==> src/rtl/corelet_ctrl.sv <==
// corelet_ctrl: tile sequencer for the weight-stationary corelet.
// Loads weights, streams activations, then drains the OFIFO to psum SRAM.
module corelet_ctrl #(
  parameter int row     = 8,
  parameter int col     = 8,
  parameter int len_bw  = 8,
  parameter int addr_bw = 11
) (
  input  logic               clk,
  input  logic               reset,
  input  logic               start,
  input  logic [len_bw-1:0]  len,
  input  logic               l0_full,
  input  logic               ofifo_valid,
  output logic [7:0]         inst,
  output logic               xmem_cen,
  output logic [addr_bw-1:0] xmem_addr,
  output logic               pmem_wen,
  output logic [addr_bw-1:0] pmem_addr,
  output logic               busy,
  output logic               done
);

  localparam int FLUSH = row + col;
  localparam int LMAX  = (1 << len_bw) - 1;
  localparam int CMAX  = (FLUSH > LMAX) ? FLUSH : LMAX;
  localparam int CW    = $clog2(CMAX + 1);

  localparam logic [CW-1:0]     C_ONE = 1;
  localparam logic [len_bw-1:0] L_ONE = 1;

  typedef enum logic [2:0] {
    S_IDLE,
    S_WLD,
    S_WKER,
    S_WFLUSH,
    S_ALD,
    S_EXEC,
    S_DRAIN,
    S_DONE
  } state_e;

  state_e state_q, state_d;

  logic [CW-1:0]     cnt_q, cnt_d;
  logic [len_bw-1:0] len_q, len_d;
  logic [len_bw-1:0] rd_q, rd_d;
  logic [len_bw-1:0] wr_q, wr_d;

  logic [7:0]         inst_q, inst_d;
  logic               xmem_cen_q, xmem_cen_d;
  logic [addr_bw-1:0] xmem_addr_q, xmem_addr_d;
  logic               pmem_wen_q, pmem_wen_d;
  logic [addr_bw-1:0] pmem_addr_q, pmem_addr_d;
  logic               busy_q, busy_d;
  logic               done_q, done_d;

  logic w_end, a_end, x_rd, o_rd, p_wr;

  assign w_end = (cnt_q == CW'(col));
  assign a_end = (cnt_q == CW'(len_q));

  // A read is only launched when L0 has room at this edge
  assign x_rd = (((state_q == S_WLD) && !w_end) ||
                 ((state_q == S_ALD) && !a_end)) && !l0_full;

  assign o_rd = (state_q == S_DRAIN) && ofifo_valid && (rd_q < len_q);
  assign p_wr = inst_q[6];

  always_ff @(posedge clk) begin
    if (!reset) begin
      state_q     <= S_IDLE;
      cnt_q       <= '0;
      len_q       <= '0;
      rd_q        <= '0;
      wr_q        <= '0;
      inst_q      <= 8'h00;
      xmem_cen_q  <= 1'b1;
      xmem_addr_q <= '0;
      pmem_wen_q  <= 1'b1;
      pmem_addr_q <= '0;
      busy_q      <= 1'b0;
      done_q      <= 1'b0;
    end else begin
      state_q     <= state_d;
      cnt_q       <= cnt_d;
      len_q       <= len_d;
      rd_q        <= rd_d;
      wr_q        <= wr_d;
      inst_q      <= inst_d;
      xmem_cen_q  <= xmem_cen_d;
      xmem_addr_q <= xmem_addr_d;
      pmem_wen_q  <= pmem_wen_d;
      pmem_addr_q <= pmem_addr_d;
      busy_q      <= busy_d;
      done_q      <= done_d;
    end
  end

  always_comb begin
    state_d = state_q;
    cnt_d   = cnt_q;
    len_d   = len_q;
    rd_d    = rd_q;
    wr_d    = wr_q;
    unique case (state_q)
      S_IDLE: begin
        if (start) begin
          len_d   = len;
          cnt_d   = '0;
          rd_d    = '0;
          wr_d    = '0;
          state_d = (len == '0) ? S_DONE : S_WLD;
        end
      end
      S_WLD: begin
        if (w_end) begin
          state_d = S_WKER;
          cnt_d   = '0;
        end else if (x_rd) begin
          cnt_d = cnt_q + C_ONE;
        end
      end
      S_WKER: begin
        if (cnt_q == CW'(col - 1)) begin
          state_d = S_WFLUSH;
          cnt_d   = '0;
        end else begin
          cnt_d = cnt_q + C_ONE;
        end
      end
      S_WFLUSH: begin
        if (cnt_q == CW'(FLUSH - 1)) begin
          state_d = S_ALD;
          cnt_d   = '0;
        end else begin
          cnt_d = cnt_q + C_ONE;
        end
      end
      S_ALD: begin
        if (a_end) begin
          state_d = S_EXEC;
          cnt_d   = '0;
        end else if (x_rd) begin
          cnt_d = cnt_q + C_ONE;
        end
      end
      S_EXEC: begin
        if (cnt_q == CW'(len_q) - C_ONE) begin
          state_d = S_DRAIN;
          cnt_d   = '0;
        end else begin
          cnt_d = cnt_q + C_ONE;
        end
      end
      S_DRAIN: begin
        if (o_rd) rd_d = rd_q + L_ONE;
        if (p_wr) wr_d = wr_q + L_ONE;
        if (wr_q == len_q) state_d = S_DONE;
      end
      S_DONE: state_d = S_IDLE;
      default: state_d = S_IDLE;
    endcase
  end

  always_comb begin
    inst_d      = 8'h00;
    xmem_cen_d  = ~x_rd;
    xmem_addr_d = xmem_addr_q;
    pmem_wen_d  = ~p_wr;
    pmem_addr_d = pmem_addr_q;
    busy_d      = (state_d != S_IDLE);
    done_d      = (state_d == S_DONE);
    // L0 write trails the xmem read by one cycle in every state
    inst_d[2]   = ~xmem_cen_q;
    if (x_rd) begin
      if (state_q == S_ALD)
        xmem_addr_d = addr_bw'(col) + addr_bw'(cnt_q);
      else
        xmem_addr_d = addr_bw'(cnt_q);
    end
    if (p_wr) pmem_addr_d = addr_bw'(wr_q);
    unique case (1'b1)
      (state_q == S_WKER): begin
        inst_d[3] = 1'b1;
        inst_d[0] = 1'b1;
      end
      (state_q == S_EXEC): begin
        inst_d[3] = 1'b1;
        inst_d[1] = 1'b1;
      end
      (state_q == S_DRAIN): inst_d[6] = o_rd;
      default: ;
    endcase
  end

  assign inst      = inst_q;
  assign xmem_cen  = xmem_cen_q;
  assign xmem_addr = xmem_addr_q;
  assign pmem_wen  = pmem_wen_q;
  assign pmem_addr = pmem_addr_q;
  assign busy      = busy_q;
  assign done      = done_q;

endmodule

==> config.mk <==
export PLATFORM = sky130hd
export DESIGN_NAME = corelet_ctrl
export DESIGN_NICKNAME = d
export VERILOG_FILES = /design/src/rtl/corelet_ctrl.sv
export SDC_FILE = /design/constraint.sdc
export NUM_CORES = 1
export LEC_CHECK = 0
export BUFFER_PORTS_ARGS = -buffer_cell sky130_fd_sc_hd__buf_4
export CORE_MARGIN = 2
export CORE_UTILIZATION = 39
export DETAILED_ROUTE_END_ITERATION = 16
export PLACE_DENSITY_LB_ADDON = 0.12
export SLEW_MARGIN = 20
export SYNTH_ARGS = -nofsm -noshare
export SYNTH_HDL_FRONTEND = slang
export SYNTH_SLANG_ARGS = --single-unit
==> constraint.sdc <==
create_clock -name clk -period 7.2 [get_ports clk]
set_clock_uncertainty 0.1 [all_clocks]
set_input_delay 0.72 -clock clk [delete_from_list [all_inputs] [get_ports clk]]
set_output_delay 0.72 -clock clk [all_outputs]
set_load 0.005 [all_outputs]
==> summary.md, run 1 <==
| Metric | Value |
|---|---|
| Fin crit period | `3.06 ns` |
| Distinct cell type count after synthesis | `57` |
| Via count | `between 3000 and 4000` |
| Number of I/O port buffers | `38` |
| Initial antenna violation count | `0` |
| Slew HR | `39.2%` |
| Die width | `98.1 um` |
| Mux cell area share after synthesis | `4.38%` |
| Nets | `roughly 470` |
| Total gr overflow | `0` |
| Die area | `9620 um2` |
| Post-synth EDFFs | `0` |
| Final routed DRC violation total | `0` |
| Routability cong. | `just under 0.9` |
| Critical path class | `reg -> reg` |
| Largest net degree at the start of global routing | `23` |
| Fin crit share | `42.5%` |
| Resized cells post-CTS | `0` |
| RSZ-0062 raised after global routing | `false` |
| Status | `finished clean` |
| Most used DFF post-synth | `dfxtp_1` |
| Root Buffer | `clkbuf_8` |
| Most frequent cell after synthesis | `dfxtp_1` |
| Overall die height | `98.1 um` |
| Core area | `8640 um2` |
| Cell leakage power | `between 1.5 and 2 nW` |
| Placement-stage cell area | `3710 um2` |
| Post-synthesis adder-cell area fraction | `4.71%` |
| Register area share after synthesis | `35.4%` |
| Num CTS Buffers | `9` |
| Drt first pass iters | `4` |
| Setup-failing EPs final | `0` |
| Synth Area in Simple Gates | `24.7%` |
| Vias in the first global route | `between 2000 and 3000` |
| Initial Util | `40.0%` |
| Maximum clock path buffer count | `2` |
| Row cnt | `34` |
| Worst-skew pair later-pin latency | `0.35 ns` |
| Final wirelength | `8.38 mm` |
| Post-route insts no fill | `555` |
| Final slew viol count | `0` |
| Vias per Instance | `5.41` |
| Final hold violations | `0` |
| Tightest Pin Transition | `0.906 ns` |
| Design area | `3960 um2` |
| Syn Inst Count | `422` |
| DP HPWL | `6.08 mm` |
| Pwr Density | `203 nW/um2` |
| H-Tree Depth | `3` |
| Critical path required time | `7.31 ns` |
| Synthesized area | `between 3000 and 4000 um2` |
| Max frequency | `327 MHz` |
| Top cells by count, synth | `dfxtp_1, nand2_1, nor2_1` |
| Asr flop ratio synth | `0%` |
| Clk pin slew, worst setup/hold paths | `0.07 ns` |
| Dominant cells by area after synthesis | `dfxtp_1, nand2_1, ha_1, xor2_1, nor2_1` |
| Leading area contributor after synthesis | `dfxtp_1` |
| Number of fillers in the final layout | `867` |
| Initial DRC Count | `117` |
| Yosys top cell area share | `35.4%` |
| Routed Antenna Nets | `0` |
| Crit path max fanout | `16` |
| Synth Area in XOR/XNOR | `under 10%` |
| Yosys reg bits | `61` |
| P&R area growth vs syn | `14.5%` |
| First-pass GRT wire length | `14.4 mm` |
| CTS tree | `done` |
| Yosys warns | `0` |
| Hold crit path type | `reg -> reg` |
| Clock Sinks | `61` |
| Synth Area in Compound Gates | `16.0%` |
| Hold Buf Count CTS | `0` |
| FF-to-FF setup slack | `just over 4 ns` |
| Antenna Diode Count | `0` |
| Crit start category | `flip-flop` |
| Largest family of logic cells by synthesized area | `simple AND/OR/NAND/NOR gates` |
| Inst Count DP | `539` |
| Max_cap viols | `0` |
| Routed length per placed instance | `15.1 um` |
| Arrival @ worst endpoint | `3.18 ns` |
| Syn_area_per_cell | `8.18 um2` |
| Postcts setup bufs | `0` |
| Fraction of layout cells with a size suffix above 1 | `between 10% and 20%` |
| Total GRT Usage | `18.4%` |
| Sum Neg Setup Slack | `0 ns` |
| Critical path endpoint category | `flip-flop` |
| Worst IR Drop VDD | `a little under 90 uV` |
| Post-layout util | `roughly 46%` |
| I/O pin count | `47` |
[registers in the layout (all words and copies together) (netlist names)]
register and cells:
done 1, wr_q 8, xmem_cen 1, cnt_q 8, state_q 3, busy 1, xmem_addr 9, pmem_wen 1
inst 5, pmem_addr 8, len_q 8, rd_q 8
[path summary, 6_finish.rpt]
check,from,to,cells after the start
max,cnt_q[3]$_SDFFE_PN0P_,cnt_q[5]$_SDFFE_PN0P_,7
min,xmem_cen$_SDFF_PN1_,inst[2]$_SDFF_PN0_,1
max reg2reg,cnt_q[3]$_SDFFE_PN0P_,cnt_q[5]$_SDFFE_PN0P_,7
min reg2reg,xmem_cen$_SDFF_PN1_,inst[2]$_SDFF_PN0_,1
[worst max-delay path, cell delays in order, from the launching register on]
cell	delay (ns)
dfxtp_1	0.66
xor2_1	0.16
nor4_1	0.55
a211oi_1	0.17
o21a_1	0.41
or4_4	0.58
a41oi_1	0.24
a31oi_1	0.05
[cell type report]
class	count	area [um2]	share of cell area [%]
Tap cell	108	135	3.42
Timing Repair Buffer	39	293	7.40
Clock buffer	13	179	4.52
Sequential cell	61	1220	30.9
Multi-Input combinational cell	318	2010	50.9
Inverter	13	48.8	1.23
Clock inverter	3	65.1	1.65
[cells by family after synthesis]
kind of cell | count (synthesis)
AND/OR/NAND/NOR | 171
AO/OA/AOI/OAI | 82
flip-flops | 61
buffers and inverters | 50
XOR/XNOR | 29
multiplexers | 15
adder cells (fa/ha/maj) | 13
other | 1
[layout by cell type (no fill, tap or decap), drive strengths merged, types with 4 or more instances in the layout]
cell | netlist | layout
nor4 | 6 | 6
xnor2 | 11 | 11
nor3 | 9 | 9
dfxtp | 61 | 61
o21ai | 12 | 12
a31oi | 7 | 7
and2 | 4 | 4
or3 | 6 | 6
a21oi | 25 | 25
or4 | 4 | 4
a211oi | 9 | 9
nand3 | 20 | 20
nand4 | 12 | 12
ha | 13 | 13
clkbuf | 20 | 13
nor2 | 38 | 38
a21o | 4 | 4
mux2i | 14 | 14
buf | 17 | 39
xor2 | 18 | 18
and3 | 9 | 9
nand2 | 48 | 48
inv | 13 | 13
conb | 1 | 8
o2111ai | 5 | 5
[routing by layer]
metal	vias up	share of wire (%)	global-route usage, %
met5	-	0	0
met4	0	2.3	7.26
met3	16	4.0	4.44
met2	62	48	31.3
met1	1409	45	22.5
li1	1517	-	-
[power breakdown]
group	switching (mW)	internal (mW)
Clock	0.136	0.232
Sequential	0.0114	0.344
Combinational	0.0453	0.0346
Total	0.193	0.611
[through the flow]
| step | hold slack [ns] | worst slack (ns) | power [mW] |
|---|---|---|---|
| 6_report | 0.318 | 4.14 | 0.804 |
| 5_1_grt | 0.366 | 3.92 | 0.842 |
| 4_1_cts | 0.328 | 4.14 | 0.817 |
| 3_5_place_dp | 0.318 | 4.15 | 0.443 |
| 3_3_place_gp | 0.301 | 4.23 | 0.443 |
| 2_1_floorplan | 0.316 | 4.39 | 0.423 |
Note: power is estimated with default switching activity, not from simulation.
==> run 2, diff against run 1 <==
Clock period 7.2 ns to 2.7 ns, I/O delays scaled along.
==> summary.md, run 2 (synthesis gave the netlist of run 1 again) <==
| Metric | Value |
|---|---|
| Num CTS Buffers | `9` |
| Max frequency | `388 MHz` |
| Final wirelength | `8.74 mm` |
| Row cnt | `34` |
| Worst hold slack | `0.0818 ns` |
| P&R area growth vs syn | `19.6%` |
| Vias per Instance | `5.32` |
| Routability cong. | `~0.81` |
| Largest net degree at the start of global routing | `22` |
| Maximum clock path buffer count | `2` |
| Fin crit period | `2.58 ns` |
| Crit path max fanout | `11` |
| Critical path class | `reg -> reg` |
| Setup-failing EPs final | `0` |
| CP cell instances | `buf_4, or2_2, or3_1, a21oi_2, o22ai_1, or4_4, a41oi_2, a31oi_1` |
| Routed Antenna Nets | `0` |
| R2R Path End | `cnt_q[5]$_SDFFE_PN0P_` |
| Overall die height | `98.1 um` |
| Final hold violations | `0` |
| Total gr overflow | `0` |
| FF-to-FF setup slack | `0.12 ns` |
| Final routed DRC violation total | `0` |
| Slew HR | `52.6%` |
| Slowest cell on crit path | `or4_4` |
| Most frequent cells in the layout | `buf_4, dfxtp_1, nand2_1, nor2_1, a21oi_1` |
| Cell leakage power | `between 1.5 and 2 nW` |
| Hold path startpoint | `len[5]` |
| Crit start category | `flip-flop` |
| Clk pin slew, worst setup/hold paths | `0.07 ns` |
| Critical path required time | `2.82 ns` |
| Hold Buf Count CTS | `0` |
| Post-route insts no fill | `581` |
| Tightest Pin Transition | `0.709 ns` |
| Die area | `9620 um2` |
| Placement-stage cell area | `around 4000 um2` |
| Core area | `8640 um2` |
| Drt first pass iters | `4` |
| Total GRT Usage | `18.1%` |
| First-pass GRT wire length | `14.1 mm` |
| H-Tree Depth | `3` |
| Critical path endpoint category | `flip-flop` |
| Status | `finished clean` |
| Post-place setup slack | `0.0429 ns` |
| Final slew viol count | `0` |
| Initial antenna violation count | `0` |
| Number of I/O port buffers | `38` |
| Initial DRC Count | `110` |
| Hold Path Depth | `3` |
| CP max stage delay | `0.58 ns` |
| DP HPWL | `6.31 mm` |
| Fraction of layout cells with a size suffix above 1 | `21.1%` |
| Max reg flops | `9` |
| Commonest non-fill, non-tap cell in the layout | `buf_4` |
| Post-route setup slack | `0.125 ns` |
| Routed length per placed instance | `about 15 um` |
| Inst Count DP | `roughly 560` |
| Worst IR Drop VDD | `346 uV` |
| Launching point of the worst reg2reg path | `len_q[0]$_SDFFE_PN0P_` |
| Worst reg-to-reg path cell count | `8` |
| Instance count on the critical path | `8` |
| CP bufs+invs | `1` |
| Hold EP | `len_q[5]$_SDFFE_PN0P_` |
| Worst-skew pair later-pin latency | `0.35 ns` |
| Fin crit share | `between 90% and 100%` |
| Clock Sinks | `61` |
| Post-layout util | `47.8%` |
| Max_cap viols | `0` |
| I/O pin count | `between 40 and 50` |
| CP top delay family | `simple AND/OR/NAND/NOR gates` |
| Nets | `495` |
| Initial Util | `40.0%` |
| Root Buffer | `clkbuf_8` |
| Arrival @ worst endpoint | `2.69 ns` |
| Vias in the first global route | `2869` |
| RSZ-0062 raised after global routing | `false` |
| Via count | `~3000` |
| Die width | `slightly below 100 um` |
| Hold crit path type | `in -> reg` |
| Design area | `4130 um2` |
| Sum Neg Setup Slack | `0 ns` |
| Antenna Diode Count | `0` |
| Pwr Density | `478 nW/um2` |
| CTS tree | `done` |
| Pwr Total | `between 1.5 and 2 mW` |
==> run 2: worst register-to-register path, stage by stage (launching register included) <==
cell	delay (ns)
dfxtp_2	0.32
buf_4	0.17
or2_2	0.34
or3_1	0.37
a21oi_2	0.16
o22ai_1	0.18
or4_4	0.58
a41oi_2	0.20
a31oi_1	0.05
==> run 2: where the power goes <==
part	internal, mW	switching (mW)
registers	0.918	0.0227
logic	0.115	0.137
clock network	0.416	0.364
total	1.45	0.524
==> run 2: repair_timing <==
action / CTS / global route
resized for setup: 0 / 8
buffers inserted: 0 / 2
endpoints found under the setup margin: 0 / 6
==> run 2: cell type report <==
| type | count | area (um2) |
|---|---|---|
| clock buffer | 10 | 128 |
| clock inverter | 5 | 52.6 |
| fill | 862 | 4500 |
| inverter | 13 | 48.8 |
| multi-input combinational | 319 | 2050 |
| sequential | 61 | 1230 |
| tap | 108 | 135 |
| timing repair buffer | 65 | 488 |
==> run 2: worst max-delay path by stage <==
stage	start	endpoint	slack (ns)
2_1_floorplan	len_q[1]$_SDFFE_PN0P_	cnt_q[1]$_SDFFE_PN0P_	0.01
3_3_place_gp	len_q[1]$_SDFFE_PN0P_	cnt_q[5]$_SDFFE_PN0P_	0.11
3_5_place_dp	len_q[1]$_SDFFE_PN0P_	cnt_q[5]$_SDFFE_PN0P_	0.04
4_1_cts	len_q[1]$_SDFFE_PN0P_	cnt_q[5]$_SDFFE_PN0P_	0.05
5_1_grt	len_q[1]$_SDFFE_PN0P_	cnt_q[5]$_SDFFE_PN0P_	0.02
6_report	len_q[0]$_SDFFE_PN0P_	cnt_q[5]$_SDFFE_PN0P_	0.12
==> run 2: metal layers <==
metal / track usage, % / share of wire (%) / vias up
li1: - / - / 1570
met1: 22.2 / 44 / 1433
met2: 30.5 / 49 / 68
met3: 4.51 / 4.3 / 19
met4: 6.94 / 2.7 / 0
met5: 0 / 0 / -
==> run 3, diff against run 2 <==
Settings changed: PLACE_DENSITY set to 0.7, PLACE_DENSITY_LB_ADDON 0.12 to not set.
==> summary.md, run 3 (synthesis gave the netlist of run 1 again) <==
| Metric | Value |
|---|---|
| Worst-skew pair later-pin latency | `between 0.3 and 0.4 ns` |
| Postcts setup bufs | `0` |
| Power Internal | `1.72 mW` |
| Initial Util | `40.0%` |
| Drt first pass iters | `4` |
| Fin crit period | `2.59 ns` |
| Number of fillers in the final layout | `828` |
| Final wirelength | `8.61 mm` |
| Footprint of the multi-input gates | `2050 um2` |
| Num CTS Buffers | `9` |
| Pwr Density | `535 nW/um2` |
| Largest net degree at the start of global routing | `30` |
| Post-route insts no fill | `580` |
| Hold crit path type | `in -> reg` |
| Max_cap viols | `0` |
| Initial DRC Count | `143` |
| Clk pin slew, worst setup/hold paths | `about 0.070 ns` |
| Core area | `roughly 8600 um2` |
| Overall die height | `98.1 um` |
| Final routed DRC violation total | `0` |
| Antenna Diode Count | `0` |
| Total gr overflow | `0` |
| CP top delay family | `simple AND/OR/NAND/NOR gates` |
| Routability cong. | `0.897` |
| Root Buffer | `clkbuf_8` |
| Pwr Total | `2.25 mW` |
| Sum Neg Setup Slack | `0 ns` |
| Comb power frac | `a little under an eighth` |
| Die area | `slightly below 10000 um2` |
| I/O pin count | `47` |
| Arrival @ worst endpoint | `2.73 ns` |
| Crit start category | `flip-flop` |
| H-Tree Depth | `3` |
| Routed Antenna Nets | `0` |
| CP bufs+invs | `1` |
| Max reg flops | `9` |
| Worst hold slack | `roughly 0.077 ns` |
| Via count | `about 3200` |
| Crit path max fanout | `11` |
| Switching Share | `23.2%` |
| Inst Count DP | `between 500 and 600` |
| Critical path class | `reg -> reg` |
| DP HPWL | `a little over 6 mm` |
| CP cell instances | `buf_4, or2_2, nor4_2, xnor2_1, a31oi_2, or4_4, a41oi_2, a31oi_1` |
| Die width | `98.1 um` |
| Resized cells post-CTS | `0` |
| Slowest cell on crit path | `or4_4` |
| Nets | `493` |
| Critical path endpoint category | `flip-flop` |
| Routed length per placed instance | `14.8 um` |
| Initial antenna violation count | `0` |
| First-pass GRT wire length | `14.0 mm` |
| Worst IR Drop VDD | `284 uV` |
| Number of I/O port buffers | `38` |
| Critical path required time | `~2.8 ns` |
| Max frequency | `386 MHz` |
| Vias in the first global route | `3015` |
| Fraction of layout cells with a size suffix above 1 | `20.8%` |
| Clock Sinks | `61` |
| Register area | `roughly 1200 um2` |
| Final hold violations | `0` |
| Fin crit share | `96.0%` |
| CP max stage delay | `0.61 ns` |
| Row cnt | `34` |
| RSZ-0062 raised after global routing | `true` |
| Final slew viol count | `0` |
| Status | `finished clean` |
| Vias per Instance | `5.47` |
| Maximum clock path buffer count | `2` |
| Total GRT Usage | `between 10% and 20%` |
| P&R area growth vs syn | `21.4%` |
| Switch Pwr | `about 0.52 mW` |
| Sequential share of power | `41.8%` |
| CTS tree | `done` |
| Setup-failing EPs final | `0` |
| Cell leakage power | `1.73 nW` |
| Clock Power Share | `46.8%` |
| Hold Buf Count CTS | `0` |
| Tightest Pin Transition | `0.963 ns` |
| Slew HR | `around 36%` |
| Commonest non-fill, non-tap cell in the layout | `buf_4` |
| Most frequent cells in the layout | `buf_4, dfxtp_1, nand2_1, nor2_1, a21oi_1` |
## run 3: changes by cell type in the layout (fill, tap and decap cells not counted), sizes merged
cell      delta
clkinv       -3
clkbuf       +3
clkinvlp     -1
bufinv       +2
buf          -2
## run 3: worst reg2reg max path, stage by stage (launching register included)
cell	delay, ns
dfxtp_2	0.32
buf_4	0.17
or2_2	0.34
nor4_2	0.29
xnor2_1	0.21
a31oi_2	0.16
or4_4	0.61
a41oi_2	0.23
a31oi_1	0.05
## run 3: layout make-up
class,instances,area share [%]
repair buffers,63,11.3
inverters,13,1.16
flip-flops and latches,61,29.2
well taps,108,3.22
multi-input cells,319,49.0
clock buffers,13,4.03
clock inverters,3,2.15
## run 3: power by group through the flow
stage	logic [mW]	clock network, mW	registers [mW]
global route	0.284	1.10	0.941
finish	0.256	1.05	0.938
global placement	0.242	0	0.957
detailed placement	0.247	0	0.959
CTS	0.249	1.07	0.938
floorplan	0.182	0	0.949
## run 3: worst paths after layout
kind	from	to	slack, ns	cells past startpoint
max reg2reg	len_q[0]$_SDFFE_PN0P_	cnt_q[5]$_SDFFE_PN0P_	0.11	8
max	len_q[0]$_SDFFE_PN0P_	cnt_q[5]$_SDFFE_PN0P_	0.11	8
min reg2reg	xmem_cen$_SDFF_PN1_	inst[2]$_SDFF_PN0_	0.31	1
min	len[7]	len_q[7]$_SDFFE_PN0P_	0.08	3
## run 3: per-layer routing
| layer | routed length, um | global-route usage [%] | part of all wire (%) |
|---|---|---|---|
| met5 | 0 | 0 | 0 |
| met4 | 230 | 8.55 | 2.7 |
| met3 | 449 | 4.29 | 5.2 |
| met2 | 4270 | 31.0 | 50 |
| met1 | 3660 | 21.2 | 43 |
## run 3: per-stage QoR
step | setup slack [ns] | instance area (um2) | utilization [%]
after detailed placement | 0.0574 | 3890 | 45.1
final | 0.109 | 4190 | 48.6
after global placement | 0.129 | 3890 | 45.1
after CTS | 0.0490 | 4150 | 48.1
after global routing | -0.0214 | 4190 | 48.6
after floorplan | 0.00973 | 3490 | -
